File: config.mk
export PLATFORM = sky130hd
export DESIGN_NAME = tdc_interval_stamper
export DESIGN_NICKNAME = d
export VERILOG_FILES = /design/src/rtl/tdc_interval_stamper.sv
export SDC_FILE = /design/constraint.sdc
export NUM_CORES = 1
export LEC_CHECK = 0
export BUFFER_PORTS_ARGS = -buffer_cell sky130_fd_sc_hd__buf_2
export CAP_MARGIN = 20
export CORE_UTILIZATION = 55
export CTS_CLUSTER_DIAMETER = 50
export DETAILED_ROUTE_END_ITERATION = 7
export PLACE_DENSITY = 0.76
export SLEW_MARGIN = 20
export SYNTH_ARGS = -nofsm -noshare
export SYNTH_HDL_FRONTEND = slang
export SYNTH_SLANG_ARGS = --single-unit
File: constraint.sdc
create_clock -name iClk -period 6.6 [get_ports iClk]
set_input_delay 1.65 -clock iClk [delete_from_list [all_inputs] [get_ports iClk]]
set_output_delay 1.65 -clock iClk [all_outputs]
set_load 0.02 [all_outputs]
File: src/rtl/tdc_interval_stamper.sv
`default_nettype none
// ============================================================================
// Module      : tdc_interval_stamper
// Description : Pairs decoded TDC hits into START/STOP, counts whole clock
//               cycles between them and emits interval = K*NUM + fine_start
//               - fine_stop (tap units) through a show-ahead result FIFO.
// Revision    : 1.0 - initial release
// ============================================================================
module tdc_interval_stamper #(
  parameter int NUM        = 12,
  parameter int FINE_W     = 4,
  parameter int COARSE_W   = 16,
  parameter int FIFO_DEPTH = 16,
  localparam int OUT_W     = COARSE_W + FINE_W
) (
  input  logic             iClk,
  input  logic             iRst,
  input  logic             iEn,
  input  logic             iHit,
  input  logic [FINE_W-1:0] iFine,
  input  logic             iReady,
  output logic             oValid,
  output logic [OUT_W-1:0] oInterval,
  output logic             oOvf,
  output logic             oFull,
  output logic [7:0]       oDropCnt,
  output logic             oBusy
);

  localparam int PTR_W = (FIFO_DEPTH > 1) ? $clog2(FIFO_DEPTH) : 1;
  localparam int CNT_W = PTR_W + 1;
  localparam logic [COARSE_W-1:0] K_MAX = '1;
  localparam logic [FINE_W:0]     NUM_F = (FINE_W + 1)'(NUM);
  localparam logic [OUT_W-1:0]    NUM_O = OUT_W'(NUM);
  localparam logic [CNT_W-1:0]    DEPTH_C = CNT_W'(FIFO_DEPTH);

  typedef enum logic [1:0] {
    IDLE       = 2'd0,
    WAIT_START = 2'd1,
    WAIT_STOP  = 2'd2
  } state_t;

  state_t              state_q, state_d;
  logic [COARSE_W-1:0] k_q, k_d;
  logic [FINE_W:0]     fstart_q, fstart_d;
  logic [FINE_W:0]     fine_c;
  logic                res_push_d, res_ovf_d;
  logic [OUT_W-1:0]    res_int_d;
  logic                res_vld_q, res_ovf_q;
  logic [OUT_W-1:0]    res_int_q;

  logic [OUT_W:0]      mem_q [FIFO_DEPTH];
  logic [PTR_W-1:0]    wr_q, rd_q;
  logic [CNT_W-1:0]    cnt_q;
  logic [7:0]          drop_q;
  logic                fifo_full, fifo_pop, push_ok, push_drop;
  logic [OUT_W:0]      head;

  // Codes beyond the last tap cannot be physical; pin them to NUM.
  assign fine_c = ({1'b0, iFine} > NUM_F) ? NUM_F : {1'b0, iFine};

  // State, coarse count and captured START fine code.
  always_ff @(posedge iClk or posedge iRst) begin
    if (iRst) begin
      state_q  <= IDLE;
      k_q      <= '0;
      fstart_q <= '0;
    end else begin
      state_q  <= state_d;
      k_q      <= k_d;
      fstart_q <= fstart_d;
    end
  end

  // Next-state logic; k_q holds the K value that applies to the current cycle.
  always_comb begin
    state_d    = state_q;
    k_d        = k_q;
    fstart_d   = fstart_q;
    res_push_d = 1'b0;
    res_ovf_d  = 1'b0;
    if (!iEn) begin
      state_d = IDLE;
    end else begin
      case (state_q)
        IDLE: state_d = WAIT_START;
        WAIT_START: begin
          if (iHit) begin
            fstart_d = fine_c;
            k_d      = COARSE_W'(1);
            state_d  = WAIT_STOP;
          end
        end
        WAIT_STOP: begin
          if (iHit) begin
            res_push_d = 1'b1;
            state_d    = WAIT_START;
          end else if (k_q == K_MAX) begin
            res_push_d = 1'b1;
            res_ovf_d  = 1'b1;
            state_d    = WAIT_START;
          end else begin
            k_d = k_q + COARSE_W'(1);
          end
        end
        default: state_d = IDLE;
      endcase
    end
  end

  // K >= 1 guarantees K*NUM covers fine_stop, so the subtraction cannot wrap.
  assign res_int_d = res_ovf_d ? '1
                   : OUT_W'(k_q) * NUM_O + OUT_W'(fstart_q) - OUT_W'(fine_c);

  // Result register between the arithmetic and the FIFO write port.
  always_ff @(posedge iClk or posedge iRst) begin
    if (iRst) begin
      res_vld_q <= 1'b0;
      res_ovf_q <= 1'b0;
      res_int_q <= '0;
    end else begin
      res_vld_q <= res_push_d;
      res_ovf_q <= res_ovf_d;
      res_int_q <= res_int_d;
    end
  end

  assign fifo_full = (cnt_q == DEPTH_C);
  assign fifo_pop  = (cnt_q != '0) && iReady;
  assign push_ok   = res_vld_q && (!fifo_full || fifo_pop);
  assign push_drop = res_vld_q && fifo_full && !fifo_pop;

  // FIFO pointers, occupancy and saturating drop counter.
  always_ff @(posedge iClk or posedge iRst) begin
    if (iRst) begin
      wr_q   <= '0;
      rd_q   <= '0;
      cnt_q  <= '0;
      drop_q <= '0;
    end else begin
      if (push_ok)  wr_q <= wr_q + PTR_W'(1);
      if (fifo_pop) rd_q <= rd_q + PTR_W'(1);
      cnt_q <= cnt_q + CNT_W'(push_ok) - CNT_W'(fifo_pop);
      if (push_drop && (drop_q != 8'hFF)) drop_q <= drop_q + 8'd1;
    end
  end

  // Storage array; a full-with-pop write lands in the slot being vacated.
  always_ff @(posedge iClk) begin
    if (push_ok) mem_q[wr_q] <= {res_ovf_q, res_int_q};
  end

  assign head      = mem_q[rd_q];
  assign oValid    = (cnt_q != '0);
  assign oInterval = oValid ? head[OUT_W-1:0] : '0;
  assign oOvf      = oValid & head[OUT_W];
  assign oFull     = fifo_full;
  assign oDropCnt  = drop_q;
  assign oBusy     = (state_q == WAIT_STOP);

endmodule
`default_nettype wire

After elaboration in Yosys (flattened, before gate mapping)
Memory sizes are Yosys's and may differ from the RTL's.
Cells that the tools add are included.
W data, S select, Z words.
- register bits: 66
- RAM bits: 336
- input port bits: 9
- output and inout port bits: 32
- word-level logic and storage cells: 67
- memories: 1
- $add $sub $neg: 8
- multiply operators: 1
- magnitude comparators: 1
- eq/ne operators: 10
- multiplexer cells: 21
- bitwise operators: 1
- reduce and logical (&&, ||, !) cells: 14
- memory list (memory ; depth ; bits a word ; read ports ; clocked after memory_dff ; write ports ; RTL line ; source):
    mem_q ; 16 ; 21 ; 1 ; 0 ; 1 ; 52 ; logic [OUT_W:0] mem_q [FIFO_DEPTH];
- operators with widths (cell ; count):
    $mux W16 ; 3
    $mux W20 ; 2
    $pmux W16 S2 ; 1
    $add A20 B5 Y20 ; 1
    $sub A20 B4 Y20 ; 1
    $mul A16 B2 Y18 const B ; 1
    $add A16 B1 Y16 const B ; 1
    $eq A16 B16 Y1 const B ; 1
    $mux W1 ; 9
    $add A4 B1 Y4 const B ; 2
    $add A8 B1 Y8 const B ; 1
    $mux W2 ; 4
    $ne A8 B8 Y1 const B ; 1
    $ne A2 B2 Y1 const B ; 3
    $pmux W2 S3 ; 1
    $add A5 B1 Y5 ; 1
    $eq A5 B5 Y1 const B ; 1
    $logic_and A1 B1 Y1 ; 5
    $reduce_and A5 Y1 ; 1
    $reduce_bool A5 Y1 ; 1
    $sub A5 B1 Y5 ; 1
    $gt A4 B4 Y1 const B ; 1
    $mux W4 ; 1
    $ne A4 B3 Y1 const B ; 1
    10 further kinds ; 11

Longest topological paths before layout
Gate-level depths: netlist of run 1.
- depth in word-level cells: 6
- gate-level depth with buffers: 17
- depth with buffers taken out: 17

Worst setup path after synthesis of run 1
Ideal clock, no wire load.
- path type: input -> register
- start: in iFine[2]
- end: reg res_int_q[18]
- library setup time: 0.079 ns
- arrival time: 4.363 ns
- setup slack: 2.158 ns
- stages on the path: 12
- path buffers: 0
- cells stage by stage: fa_1 > inv_1 > ha_1 > a21o_1 > a21oi_1 > nand2b_1 > a211oi_1 > o31ai_1 > maj3_2 > o21bai_2 > a221oi_1 > mux2i_1
- cells in the longest elaborated chain, start to end: 4
- ends and longest elaborated chain (item ; RTL line ; source):
    from (decl) ; 20 ; input logic [FINE_W-1:0] iFine,
    $gt A4 B4 Y1 ; 60 ; assign fine_c = ({1'b0, iFine} > NUM_F) ? NUM_F : {1'b0, iFine};
    $mux W4 * ; 60 ;
    $sub A20 B4 Y20 * ; 113 ; : OUT_W'(k_q) * NUM_O + OUT_W'(fstart_q) - OUT_W'(fine_c);
    $mux W20 * ; 112 ; assign res_int_d = res_ovf_d ? '1
    named net res_int_d[18] ; 48 ; logic [OUT_W-1:0] res_int_d;
    to (signal assigned) ; 124 ; res_int_q <= res_int_d;
    to (decl) ; 50 ; logic [OUT_W-1:0] res_int_q;
Mark *: on every way through the listed nets, which the timed path passes. The rest lies on a longest branch.
A chain may end at the register's enable or synchronous reset.

Final worst setup path of run 1
- start: reg rd_q[1]
- end: out oInterval[11]
- cells in the longest elaborated chain, start to end: 2
- ends and longest elaborated chain (item ; RTL line ; source):
    from (decl) ; 53 ; logic [PTR_W-1:0] wr_q, rd_q;
    from (signal assigned) ; 142 ; if (fifo_pop) rd_q <= rd_q + PTR_W'(1);
    $mem_v2 Z16 W21 ; n/a ;
    $mux W20 ; 155 ; assign oInterval = oValid ? head[OUT_W-1:0] : '0;
    to (decl) ; 23 ; output logic [OUT_W-1:0] oInterval,
No other way between the ends.

==> results.txt, run 1 <==
Counting cells, the worst reg-to-reg path comes to 16. The final RePlAce weighted congestion came out at 0.801. The hold buffer count at cts is 0.

The cell count after synthesis came out at 1009. The largest net degree at the start of global routing came out at 70. The post-CTS repair timing setup buffer count is 0. The async set-reset flop share out of synthesis came out at 0.162. The CTS sink count came out at 401. The portion of synthesized cell area occupied by the leading cell type is 0.582. The tightest hold path in the finished design has a slack of 469 ps. At the worst endpoint, the arrival time is 3310 ps. The cell area after technology mapping is 0.0173 mm2. At the pin with the least slew margin, the transition time is 1030 ps. The largest individual stage delay along the critical path comes from the cell sky130_fd_sc_hd__dfrtp_4. The least setup slack across all paths after layout is 1640 ps.

For this run, the detailed router's first-pass iteration total came to 7. The end of the worst register-to-register path is res_int_q[17]. The number of global-route vias before repair came out at 9288. Setup violations remaining at the end of the flow were counted as 0. The delay contributed by the slowest stage of the critical path came out at 1090 ps. The clock skew came out at 26.3 ps.

Tracing the worst setup path back leads to its startpoint at rd_q[1]. The power share of the clock group came out at 0.286. The filler cell count in the final layout came out at 2129.

IR analysis of the VDD net gives a maximum drop of 0.258 mV. The antenna diode instance count came out at 0. In this run the power density over the cells is 421 mW/mm2. The layout overhead on the synthesized area came out at 12.5%. The worst-path maximum fanout is 69.

The total global-route track usage came out at 0.225. Of all cell types, the one taking the most synthesized area is sky130_fd_sc_hd__edfxtp_1. The max-slew violation count is 0. The clock tree from TritonCTS is done.

The switching power summed over all nets came out at 2.47 mW. The area of the core came out at 0.0308 mm2. The net count of the finished layout is 1138. The H-tree generated during clock tree synthesis spans 2 levels.

The starting utilization of the core area is 0.562. The leakage power came out at 7.06 nW. The vias after detailed routing is 9005. In this run the number of cells on the critical path is 5. Synthesis instantiated 60 different standard cells from the library.

The TritonCTS buffer count came out at 42. The signal on the critical path passes through buf_4 -> mux4_2 -> mux4_2 -> and2_1 -> buf_2. Of the available clock period, the critical path in the final layout requires 0.751.

For the worst-skew pair, the clock arrives at the later sink with an insertion delay of 540 ps. The floorplan step set the die width to 180 um. The count of instances resized after the clock tree is built came out at 0. The post-place setup slack is 1720 ps. The number of input and output port buffers inserted came out at 40. The worst setup path is captured at a primary output. The final number of hold-violating endpoints is 0. The top cell types in the final layout, fill and taps aside, are 336 x sky130_fd_sc_hd__edfxtp_1, 105 x sky130_fd_sc_hd__mux4_2, 62 x sky130_fd_sc_hd__dfrtp_1.

The global-route wire length before repair is 54600 um. For the final routed database, the setup TNS stands at 0 ps. The max-capacitance violation count came out at 0. For the worst setup path, the data required time is 4950 ps. The count of state elements after synthesis is 401.

In this run the worst hold path is classified as flop to flop. In this run the clock root is driven by a sky130_fd_sc_hd__clkbuf_16. The die is 180 um tall. The kind of start point of the critical path is a flop. The clock-pin slew on the worst setup and hold paths is 60 ps. The initial antenna violation count is 0. Of the synthesized area, sequential elements account for 0.676.

The cell type group with the largest total delay on the critical path is flip-flops. The worst flop-to-flop path startpoint is k_q[1]. Of the total power, the share spent switching nets is 0.301.

The part of the total power dissipated in combinational logic is 0.263. The routed length per placed instance is 23.3 um. The post-detailed-route count of antenna-violating nets came out at 0. 41 I/O pins were placed. The setup path with the least slack is of type flop to primary output.

The final reports fail on design-rule violations. The most used flip-flop cell after synthesis is sky130_fd_sc_hd__edfxtp_1. Of the total power, registers draw 0.451. The average cell area after synthesis came out at 17.2 um2. The relative slew slack came out at 0.315. The final critical-path required period is 4960 ps. Internal power comes to 5.75 mW. The maximum operating frequency is 202 MHz. The detailed-route vias per instance came out at 5.98. The longest clock path from root to sink contains 3 buffers.

The run finished, with violations left. For this run, design rule violations remaining after detail routing come to 4. The die covers 0.0322 mm2.

The cell row count came out at 64. The most common cell after layout, fill and taps aside is sky130_fd_sc_hd__edfxtp_1. After legalization and detailed placement, the total HPWL measured 19500 um. After global routing the overflow that remains totals 0. Setup repair after global routing left no endpoint under its margin.

The worst hold path begins at rd_q[3]. The synthesis warning total is 0. The worst path buffer plus inverter count came out at 2.

The cell that appears most often on the critical path is sky130_fd_sc_hd__mux4_2. The number of DRC markers in iteration 0 came out at 751. After detailed routing, the total wire length is 35100 um. By area the synthesized netlist is led by sky130_fd_sc_hd__edfxtp_1 58%, sky130_fd_sc_hd__mux4_2 14%, sky130_fd_sc_hd__dfrtp_1 9.4%. Of the cells placed in the final design, the portion with a size suffix greater than 1 is 0.238.

The number of nets produced by synthesis is 1069. The capturing element of the worst setup path is oInterval[11]. For flop-to-flop paths, the worst setup slack is 2450 ps. The number of synthesized flops with an enable pin came out at 336.
-- cell usage after synthesis, types with 2 or more instances --
cell type,count
sky130_fd_sc_hd__fa_1,5
sky130_fd_sc_hd__xnor2_1,32
sky130_fd_sc_hd__a211oi_1,5
sky130_fd_sc_hd__o21ai_0,14
sky130_fd_sc_hd__a21oi_1,23
sky130_fd_sc_hd__xnor2_2,2
sky130_fd_sc_hd__clkbuf_1,23
sky130_fd_sc_hd__o21ai_1,6
sky130_fd_sc_hd__a31oi_1,4
sky130_fd_sc_hd__nor2_1,50
sky130_fd_sc_hd__nand3_1,15
sky130_fd_sc_hd__inv_1,46
sky130_fd_sc_hd__nand3b_1,2
sky130_fd_sc_hd__inv_2,2
sky130_fd_sc_hd__o31ai_1,3
sky130_fd_sc_hd__and3_1,8
sky130_fd_sc_hd__nand2_1,59
sky130_fd_sc_hd__buf_2,8
sky130_fd_sc_hd__buf_1,6
sky130_fd_sc_hd__nand2b_1,13
sky130_fd_sc_hd__and4_1,2
sky130_fd_sc_hd__mux4_2,105
sky130_fd_sc_hd__dfrtp_1,65
sky130_fd_sc_hd__mux2i_1,2
sky130_fd_sc_hd__edfxtp_1,336
sky130_fd_sc_hd__xor2_1,22
sky130_fd_sc_hd__nor2b_1,6
sky130_fd_sc_hd__and2_1,31
sky130_fd_sc_hd__o2111ai_1,3
sky130_fd_sc_hd__a21o_1,10
sky130_fd_sc_hd__or3_1,5
sky130_fd_sc_hd__nand4_1,8
sky130_fd_sc_hd__ha_1,46
sky130_fd_sc_hd__nor3_1,12
sky130_fd_sc_hd__and3b_1,3
sky130_fd_sc_hd__a221oi_1,2
sky130_fd_sc_hd__o21a_1,2
-- kinds of logic (layout without fill, tap and decap cells) --
logic type,after synthesis,after routing,share of synthesized area
DFF,401,401,0.676
and+or+nand+nor,223,223,0.0658
muxes,108,108,0.138
buffers and inverters,86,187,0.0196
AOI/OAI and AO/OA,83,83,0.0320
xor gates and xnor gates,56,56,0.0292
adders and majority gates,52,52,0.0396
-- how the worst min path moves through the flow --
stage                  endpoint  slack, ps  cells past startpoint
floorplan           fstart_q[1]        460                      2
global placement        rd_q[3]        460                      1
detailed placement      rd_q[3]        460                      1
CTS                     rd_q[3]        480                      1
global route            rd_q[3]        510                      1
finish                  rd_q[3]        470                      1
-- state kept, by name, summed over array words and instances (netlist names), 4 cells and up --
name	count
cnt_q	5
fstart_q	4
k_q	16
mem_q	336
oDropCnt	8
rd_q	4
res_int_q	20
wr_q	4
-- power by group through the flow --
stage	Combinational, mW	Sequential (mW)	Clock [mW]
6_report	2.16	3.71	2.35
5_1_grt	2.35	3.76	2.47
4_1_cts	2.18	3.71	2.39
3_5_place_dp	2.16	3.76	0
3_3_place_gp	2.13	3.73	0
2_1_floorplan	1.88	3.39	0
-- metrics by stage --
| step | utilization | std cells | power [mW] | instance area (um2) |
|---|---|---|---|---|
| 3_5_place_dp | 0.588 | 1430 | 5.92 | 18100 |
| 3_3_place_gp | 0.588 | 1430 | 5.86 | 18100 |
| 6_report | 0.633 | 1506 | 8.21 | 19500 |
| 2_1_floorplan | - | 1009 | 5.27 | 17300 |
| 5_1_grt | 0.633 | 1506 | 8.58 | 19500 |
| 4_1_cts | 0.633 | 1506 | 8.28 | 19500 |
-- layout make-up --
class                      count  area, um2  share of cell area
clock buffer                  59       1160              0.0597
sequential                   401      11700               0.601
clock inverter                17        224              0.0115
multi-input combinational    522       5330               0.273
timing repair buffer          63        385              0.0198
inverter                      48        180             0.00924
tap                          396        495              0.0254
-- routing by layer --
metal  up-vias  track usage  part of all wire  wire length (um)
met1      4597        0.312              0.42             14600
li1       4047            -                 -                 -
met4         0       0.0528             0.016               561
met5         -            0                 0                 0
met2       316        0.382              0.50             17700
met3        45       0.0328             0.062              2180
Note: power is estimated with default switching activity, not from simulation.
==> run 2: changes to the inputs <==
PLACE_DENSITY = 0.79   (was 0.76)
clock period = 4.22 ns   (was 6.6 ns; I/O delays follow)
==> results.txt, run 2 (same netlist as run 1, synthesis figures left out) <==
The run finished, with violations left. The checks that failed: design-rule violations. The number of DRC markers in iteration 0 came out at 742. Based on the critical path, the design can be clocked at up to 251 MHz. The relative slew slack is 0.397. The final RePlAce weighted congestion is 0.782. Of the total power, the share spent switching nets is 0.308.

The number of global-route vias before repair is 9512. The clock skew came out at 19.2 ps. The clock reaches the later pin of the worst-skew pair after 540 ps. 0 antenna diodes ended up in the layout.

The cell row count is 64. The relative contribution of sequential cells to total power is 0.440. The clock-pin slew on the worst setup and hold paths came out at 60 ps. The critical path is of the flop to primary output type.

Clock tree synthesis selected as its root buffer the cell sky130_fd_sc_hd__clkbuf_16. The worst path buffer plus inverter count is 2. Leaving out fill and tap cells, the most frequent cell in the layout is sky130_fd_sc_hd__edfxtp_1. STA classifies the critical path endpoint as a primary output.

The vias after detailed routing is 9112. The leakage power came out at 7.10 nW. The met1 wire length came out at 13700 um. The total power divided by cell area is 648 mW/mm2. The aggregate global routing overflow is 0. The count of TritonRoute iterations in the first routing pass is 7.

The clock tree from TritonCTS is done. The slowest stage of the critical path belongs to the cell sky130_fd_sc_hd__dfrtp_4. The hold buffer count at cts is 0. The signal arrival time at the worst endpoint is 2930 ps.

The share of total power dissipated in combinational logic is 0.297. Walking the worst path, the cells encountered are buf_12 -> mux4_2 -> mux4_2 -> and2_1 -> buf_2. Pin placement for this block handled 41 I/O pins. The die is 180 um tall. The H-tree level count came out at 2. The layout cell share with drive strength beyond 1 came out at 0.247. The power share of the clock group came out at 0.263.

The max-slew violation count is 0. The internal cell power came out at 8.83 mW. Counting stages on the worst path, the most repeated cell is sky130_fd_sc_hd__mux4_2. Of the available clock period, the critical path in the final layout requires 0.945. The total area inside the core boundary comes to 0.0308 mm2. The count of unresolved DRC violations after routing came out at 3.

The largest registers in the layout are mem_q (336), res_int_q (20), k_q (16). After detailed routing, the total wire length is 35000 um. CTS saw 401 sinks. Setup violations remaining at the end of the flow were counted as 0. The starting utilization of the core area is 0.562. Across the VDD grid, the largest voltage drop is 0.348 mV. The number of nets in the layout is 1150. The detailed-route vias per instance came out at 6.02. Summed over all nets, the half-perimeter wirelength after detailed placement is 21200 um. The initial antenna violation count is 0. The library cells used most frequently in the layout, excluding fill and tap cells, are 336 x sky130_fd_sc_hd__edfxtp_1, 105 x sky130_fd_sc_hd__mux4_2, 62 x sky130_fd_sc_hd__dfrtp_1. The routed length per placed instance came out at 23.1 um. The global-route wire length before repair is 54800 um. The number of input and output port buffers inserted came out at 40.

The sum of negative setup slack is 0 ps. The register-to-register setup slack came out at 290 ps. The amount of wire on met2 after detailed routing is 17800 um. The min-delay analysis places its worst path in the category flop to flop.

For this run, the slowest stage of the critical path takes 650 ps. The total global-route track usage is 0.226. In this run the worst path has a maximum fanout of 26. The area of the die is 0.0322 mm2. The post-detailed-route count of antenna-violating nets came out at 0. The cell family contributing the most delay on the critical path is multiplexers. The switching power summed over all nets came out at 3.93 mW. From synthesis to final layout, the design area changed by 13.6%. Hold is met by 492 ps. The slew at the pin closest to its max-slew limit is 904 ps. The final critical-path required period is 3990 ps. The routed design uses 2540 um of met3 wire. The final number of hold-violating endpoints is 0. Data on the critical path is required at its endpoint by 3160 ps. The number of buffers between clock root and the deepest sink came out at 3. The flip-flop count of the largest register after layout came out at 336. The max-capacitance violation count is 0. The detailed router used layers up to and including met4.

The register with the most flip-flops in the final layout is mem_q. The TritonCTS buffer count is 41. The largest net degree at the start of global routing came out at 45.

STA classifies the critical path startpoint as a flop. The die span in x is 180 um.
[run 2: cell count changes in the layout (fill, tap and decap cells not counted), moves of 2 or more]
cell                         before  now
sky130_fd_sc_hd__clkinv_2         5    2
sky130_fd_sc_hd__buf_4           22   20
sky130_fd_sc_hd__a211oi_2         0    2
sky130_fd_sc_hd__clkinv_1         2    5
sky130_fd_sc_hd__clkinvlp_4       0    3
sky130_fd_sc_hd__clkbuf_1        12   10
sky130_fd_sc_hd__buf_12           1   15
sky130_fd_sc_hd__clkbuf_8         5    3
sky130_fd_sc_hd__bufinv_16        4    0
sky130_fd_sc_hd__a211oi_1         5    3
[run 2: path summary, 6_finish.rpt]
check                      cells past startpoint             to         from
min                                            1    oDropCnt[4]  oDropCnt[4]
min reg2reg                                    1    oDropCnt[4]  oDropCnt[4]
max reg2reg                                   15  res_int_q[16]       k_q[1]
max                                            5  oInterval[18]      rd_q[0]
min in group asynchronous                      2    oDropCnt[1]         iRst
max in group asynchronous                      3        rd_q[1]         iRst
[run 2: final cells by class]
| type | instances | area (um2) |
|---|---|---|
| timing repair buffer | 76 | 678 |
| tap | 396 | 495 |
| inverter | 48 | 180 |
| multi-input combinational | 522 | 5360 |
| fill | 2069 | 11100 |
| clock inverter | 16 | 125 |
| sequential | 401 | 11700 |
| clock buffer | 55 | 1130 |
[run 2: power by group through the flow]
stage	Clock (mW)	Combinational, mW	Sequential (mW)
6_report	3.36	3.79	5.61
5_1_grt	3.58	4.14	5.66
4_1_cts	3.43	3.76	5.63
3_5_place_dp	0	3.69	5.71
3_3_place_gp	0	3.63	5.66
2_1_floorplan	0	2.95	5.30
[run 2: per-stage QoR]
stage | power (mW) | worst slack (ps) | instances | area [um2] | util
final | 12.8 | 232 | 1514 | 19700 | 0.639
after floorplan | 8.25 | 373 | 1009 | 17300 | -
after CTS | 12.8 | 29.1 | 1513 | 19600 | 0.637
after global placement | 9.30 | 102 | 1442 | 18400 | 0.596
after detailed placement | 9.40 | 24.9 | 1442 | 18400 | 0.596
after global routing | 13.4 | -16.8 | 1514 | 19700 | 0.639
[run 2: timing repair]
action,in CTS,in global routing
resized for setup,0,5
setup buffers,0,1
endpoints found under the setup margin,0,6
hold endpoints to repair,0,0
[run 2: layer usage]
| layer | global-route usage | vias to the layer above |
|---|---|---|
| met1 | 0.299 | 4658 |
| met5 | 0 | - |
| li1 | - | 4065 |
| met3 | 0.0361 | 78 |
| met2 | 0.385 | 311 |
| met4 | 0.0755 | 0 |
